File: config.mk
export PLATFORM = sky130hd
export DESIGN_NAME = aes_round_key_sequencer
export DESIGN_NICKNAME = d
export VERILOG_FILES = /design/src/rtl/aes_round_key_sequencer.sv
export SDC_FILE = /design/constraint.sdc
export NUM_CORES = 1
export LEC_CHECK = 0
export CAP_MARGIN = 10
export CORE_AREA = 2 2 307 309
export CTS_CLUSTER_SIZE = 24
export DETAILED_ROUTE_END_ITERATION = 10
export DIE_AREA = 0 0 309 311
export PLACE_DENSITY = 0.46
export RECOVER_POWER = 50
export SYNTH_ARGS = -nofsm -noshare
export SYNTH_HDL_FRONTEND = slang
export SYNTH_SLANG_ARGS = --single-unit
File: constraint.sdc
create_clock -name clk -period 2.2 [get_ports clk]
set_input_delay 0.66 -clock clk [delete_from_list [all_inputs] [get_ports clk]]
set_output_delay 0.66 -clock clk [all_outputs]
set_load 0.01 [all_outputs]
File: src/rtl/aes_round_key_sequencer.sv
// aes_round_key_sequencer
//   Control FSM in front of the combinational round-key generator
//   (key_module256). It latches a cipher key and mode, then walks round index
//   round_idx over 0..Nr, registers each generated round key and offers it to
//   the round datapath over a valid/ready handshake.
//
//   Optional feature macro: DECRYPT_ORDER_EN
//     defined   : adds input `decrypt` (sampled with start); decrypt=1 walks
//                 the index from Nr down to 0 instead of 0 up to Nr.
//     undefined : no decrypt port, ascending order only.
//
// Ports
//   clk, rst      clock, synchronous active-high reset
//   start, abort  begin schedule (IDLE only) / cancel schedule (non-IDLE)
//   key_in        cipher key (128/192-bit keys left-aligned), sampled with start
//   algorithm_in  00=AES-128, 10=AES-192, 01=AES-256, 11=illegal
//   key_out       latched key        -> key_module256.key
//   algorithm     latched mode       -> key_module256.Algorithm
//   round_idx     round index        -> key_module256.i
//   rk_in         generated key      <- key_module256.out
//   round_key     registered round key, rk_valid / rk_ready handshake
//   last_round    with rk_valid on the final index of the schedule
//   busy          any state but IDLE
//   done          one-cycle pulse after the final key is accepted
//   err           one-cycle pulse after start with an illegal mode
module aes_round_key_sequencer #(
  parameter int unsigned KEY_W = 256,
  parameter int unsigned BLK_W = 128,
  parameter int unsigned IDX_W = 4
) (
  input  logic             clk,
  input  logic             rst,
  input  logic             start,
  input  logic             abort,
  input  logic [KEY_W-1:0] key_in,
  input  logic [1:0]       algorithm_in,
`ifdef DECRYPT_ORDER_EN
  input  logic             decrypt,
`endif
  output logic [KEY_W-1:0] key_out,
  output logic [1:0]       algorithm,
  output logic [IDX_W-1:0] round_idx,
  input  logic [BLK_W-1:0] rk_in,
  output logic [BLK_W-1:0] round_key,
  output logic             rk_valid,
  input  logic             rk_ready,
  output logic             last_round,
  output logic             busy,
  output logic             done,
  output logic             err
);

  typedef enum logic [1:0] {
    S_IDLE,
    S_FETCH,
    S_PRESENT,
    S_DONE
  } state_t;

  state_t state;
  state_t state_nxt;

  logic             desc;        // latched direction: 1 = descending index
  logic             desc_start;  // direction requested with start
  logic             legal_start;
  logic             kill;        // abort wins over any handshake
  logic [IDX_W-1:0] final_idx;
  logic             at_final;

  function automatic logic [IDX_W-1:0] nr_of(input logic [1:0] alg);
    case (alg)
      2'b10:   return IDX_W'(12);
      2'b01:   return IDX_W'(14);
      default: return IDX_W'(10);
    endcase
  endfunction

`ifdef DECRYPT_ORDER_EN
  assign desc_start = decrypt;
`else
  assign desc_start = 1'b0;
`endif

  assign legal_start = start && (algorithm_in != 2'b11);
  assign kill        = abort && (state != S_IDLE);
  assign final_idx   = desc ? '0 : nr_of(algorithm);
  assign at_final    = (round_idx == final_idx);

  assign rk_valid   = (state == S_PRESENT);
  assign last_round = rk_valid && at_final;
  assign busy       = (state != S_IDLE);
  assign done       = (state == S_DONE);

  always_comb begin
    state_nxt = state;
    case (state)
      S_IDLE:    if (legal_start) state_nxt = S_FETCH;
      S_FETCH:   state_nxt = S_PRESENT;
      S_PRESENT: if (rk_ready) state_nxt = at_final ? S_DONE : S_FETCH;
      S_DONE:    state_nxt = S_IDLE;
      default:   state_nxt = S_IDLE;
    endcase
    if (kill) state_nxt = S_IDLE;
  end

  always_ff @(posedge clk) begin
    if (rst) begin
      state     <= S_IDLE;
      key_out   <= '0;
      algorithm <= '0;
      round_idx <= '0;
      round_key <= '0;
      desc      <= 1'b0;
      err       <= 1'b0;
    end else begin
      state <= state_nxt;
      err   <= (state == S_IDLE) && start && (algorithm_in == 2'b11);
      if (kill) begin
        round_idx <= '0;
      end else begin
        case (state)
          S_IDLE: begin
            if (legal_start) begin
              key_out   <= key_in;
              algorithm <= algorithm_in;
              desc      <= desc_start;
              round_idx <= desc_start ? nr_of(algorithm_in) : '0;
            end
          end
          // key_module256 has had a full cycle to settle on the new index
          S_FETCH: round_key <= rk_in;
          S_PRESENT: begin
            if (rk_ready && !at_final)
              round_idx <= desc ? (round_idx - IDX_W'(1)) : (round_idx + IDX_W'(1));
          end
          default: ;
        endcase
      end
    end
  end

endmodule

* Yosys cells after proc, flatten, opt, wreduce, memory -nomap -nowiden
Cells that the tools add are included.
** Storage, ports and cells
- Flip-flop bits (word level) :: 393
- Bits in latches :: 0
- RAM bits :: 0
- ROM bits :: 0
- Input bits :: 391
- Output and inout port bits :: 395
- Word-level logic and storage cells :: 42
- Memories :: 0
** Cells by class
- $add $sub $neg :: 1
- Multipliers :: 0
- Divide/modulo/power cells :: 0
- $lt $le $gt $ge :: 0
- Equality and inequality tests :: 11
- Shifts and indexed selects :: 0
- Muxes and demuxes :: 8
- Bitwise operators :: 1
- Reduce and logical (&&, ||, !) cells :: 15
** Operators by type and width (number)
- equality test 2 bit, second input constant :: 4
- 2-to-1 mux 4 bit :: 2
- one-hot mux 2 bit (4 select lines) :: 1
- one-hot mux 4 bit (2 select lines) :: 1
- logical AND 1 bit :: 6
- 2-to-1 mux 2 bit :: 3
- one-hot mux 3 bit (2 select lines) :: 1
- AND reduction 3 bit :: 2
- adder 4 x 1 -> 4 bit, second input constant :: 1
- equality test 2 x 1 -> 1 bit, second input constant :: 2
- equality test 4 bit :: 1
- != test 2 x 1 -> 1 bit, second input constant :: 2
- != test 2 bit, second input constant :: 2
- AND reduction 2 bit :: 2
- nonzero test 2 bit :: 2
- logical NOT 2 bit :: 1
- OR reduction 2 bit :: 1
- logical NOT 1 bit :: 1
- NOT 1 bit :: 1

* Depth between registers and ports, before layout
- Word-level depth :: 7
- Mapped depth :: 7
- Mapped depth without buffers :: 6

* Least setup slack after synthesis
No wires, ideal clock.
- Path kind :: register -> output
- Start point :: register algorithm[0]
- End point :: output last_round
- Arrival time :: 1318 ps
- Data required time :: 1540 ps
- Slack :: 222 ps
- Cell stages (with the launch flop) :: 5
- Buffers on the path :: 0
- Cell sequence :: dfxtp_1 -> inv_1 -> ha_1 -> xnor2_1 -> nor4_2
** Between the ends
- Longest elaborated chain between the ends :: 4
- Elaborated cells on any way between the ends :: 5
- Those cells by class :: 3 x eq/ne; 1 x mux; 1 x reduce/logical
** RTL lines
- start: declaration :: line 41 : output logic [1:0] algorithm,
- start signal: assignment :: line 125 : algorithm <= algorithm_in;
- equality test 2 x 1 -> 1 bit or equality test 2 bit (tied branches) :: line 71 : case (alg)
- one-hot mux 3 bit (2 select lines) * :: line 71
- equality test 4 bit * :: line 87 : assign at_final = (round_idx == final_idx);
- logical AND 1 bit * :: line 90 : assign last_round = rk_valid && at_final;
- end: declaration :: line 47 : output logic last_round,
Every way passes the cells marked *; elsewhere a longest branch is shown, timed or not.

* Worst setup path in the final report
Same ends and word-level chain as after synthesis.

==> run metrics <==
R2R setup slack=0.13 ns; Pre-antenna DRT Iters=5; Area growth syn-to-layout=83.3%; vias in the first global route=13.9k; placed cells=3713; hold crit path type=in2reg; arrival time worst endpoint=1.77 ns; max_slew headroom=0.690; GRT Resource Usage Total=0.123; Initial Util=0.146; total negative slack=-0.227 ns; Max Freq=0.412 GHz; period utilisation layout=1.10; Netlist cell types=26; vias per inst=3.73; dpl ws=-0.326 ns; Detailed Place HPWL=47.1 mm; EDFF count, synth=0; Cells after Synth=1721; post-synthesis sequential area ratio=0.580; Slew Limit Fails=0; die width=309 um; RSZ-0062 raised after global routing=true; Req. time, crit path=1.54 ns; Initial DRC Count=582; max-cap check violation count=0; post-layout minimum cycle time=2.43 ns; Top FF cell, synth=dfxtp_1; clock slew at reported path FFs=0.06 ns; Startpoint Class=register; P_leak=10.9 nW; Reg2Reg Capture Point=round_key[82]; setup slack after layout=-0.227 ns; total grt overflow=0; largest net degree at the start of global routing=75; Non-Filler Instances=3803; Clock Tree Buf Depth=3; Reg2Reg Depth=6; PD cells=773 nW/um^2; clock latency on the worst-skew pair=0.59 ns; reg2reg start=state[1]; CP endpoint kind=primary output; initial antenna violation count=9; failing checks=negative setup slack; Worst Skew=0.0160 ns; layout cells sized above 1=0.0706; Power Total=19.2 mW; Placeable Area=92800 um^2; GPL Wtd Cong=0.771; commonest non-fill, non-tap cell in the layout=nand2_1; buffers added on ports=785; I/O pin total=786; final count of hold timing violations=0; vias=14.2k; Synth warnings=0; remaining routing DRC violations=0; Hold EP=key_out[100]; CTS sink cnt=393; CTS Root Buffer Type=clkbuf_16; most frequent cells in the layout=nand2_1, clkdlybuf4s50_1, dfxtp_1, a21oi_1, dlygate4sd2_1; CTS tree=yes; post-route ant nets=0; hold_sp=rst; # setup viols final=1; CTS Hold Bufs=0; CTS H-Tree Depth=2; net count after synthesis=2114; worst setup path startpoint=algorithm[0]; Hold Path Cell Cnt=2; Die Area=96100 um^2; Slew @ Worst Pin=0.465 ns; Vert. Die Dim=311 um; global-route wire length before repair=90.1 mm; synthesized area=13600 um^2; fraction of registers with async set/reset=0; Crit Path Category=reg2out; status=finished, violations left; critical path peak fanout=2; nets=2905; CTS buffer count=50; Rows=112; Synth Register Bits=393; drt wl/cell=16.5 um; VDD IR max=523 uV; Routed Wire Length=62.8 mm; post-synthesis area per instance=7.89 um^2
==> flip-flops by register name, summed over array words and instances (netlist names) <==
register and count:
round_key 128, key_out 256, state 2, err 1, round_idx 4, algorithm 2
==> repair_timing <==
| action | CTS | global route |
|---|---|---|
| setup endpoints to repair | 310 | 47 |
| endpoints found under the hold margin | 0 | 0 |
| setup buffers | 0 | 1 |
| gates resized for setup | 332 | 47 |
| pin swaps | 2 | 1 |
==> cells by family (layout without fill, tap and decap cells) <==
kind of cell / count (synthesis) / count (layout) / share of synthesized area
and+or+nand+nor: 799 / 799 / 0.225
AOI/OAI and AO/OA: 393 / 393 / 0.145
DFF: 393 / 393 / 0.580
buffers and inverters: 130 / 957 / 0.0450
adders and majority gates: 2 / 2 / 0.00184
xor gates and xnor gates: 2 / 2 / 0.00129
muxes: 2 / 2 / 0.00147
other: 0 / 1 / 0
==> through the flow <==
step | hold WS, ns | utilization | instance area [um^2]
global placement | 0.441 | 0.253 | 23400
floorplan | 0.481 | - | 13600
detailed placement | 0.445 | 0.253 | 23400
global route | 0.382 | 0.268 | 24900
finish | 0.434 | 0.268 | 24900
CTS | 0.358 | 0.267 | 24800
==> final cells by class <==
cell class | count | area, um^2
sequential | 393 | 7870
fill | 10257 | 67900
multi-input combinational | 1198 | 5140
inverter | 2 | 7.51
clock buffer | 68 | 1440
antenna | 1 | 2.50
timing repair buffer | 867 | 8580
clock inverter | 20 | 264
tap | 1254 | 1570
==> critical path, stage by stage (launching register included) <==
cell     delay (ns)
dfxtp_2        0.33
inv_2          0.04
ha_4           0.21
xnor2_2        0.13
nor4_2         0.26
buf_2          0.20
==> worst max-delay path by stage <==
stage	depth (start not counted)	endpoint
finish	5	last_round
global route	5	last_round
CTS	5	last_round
detailed placement	7	round_idx[0]
global placement	7	key_out[163]
floorplan	4	last_round
==> cell usage after synthesis (3+ instances only) <==
cell type / instances / share of area
or2_2: 3 / 0.0014
buf_2: 26 / 0.0096
dfxtp_1: 393 / 0.58
nor2_1: 4 / 0.0011
a21oi_1: 388 / 0.14
buf_1: 6 / 0.0017
nand2_1: 778 / 0.22
clkbuf_1: 73 / 0.020
buf_4: 22 / 0.012
nand2b_1: 5 / 0.0023
==> power breakdown <==
part	total, mW	internal, mW	switching (mW)
logic	2.92	1.52	1.40
registers	7.71	7.52	0.191
clock network	8.59	5.27	3.32
total	19.2	14.3	4.91
==> layer usage <==
layer,wire length [um],GRT usage,share of wire,vias up
met5,102,0,0.0016,-
met4,1360,0.0352,0.022,14
met3,6570,0.0561,0.10,85
met2,30500,0.214,0.49,528
met1,24300,0.133,0.39,6448
li1,-,-,-,7104
No activity file was read; power rests on OpenSTA's default activity.
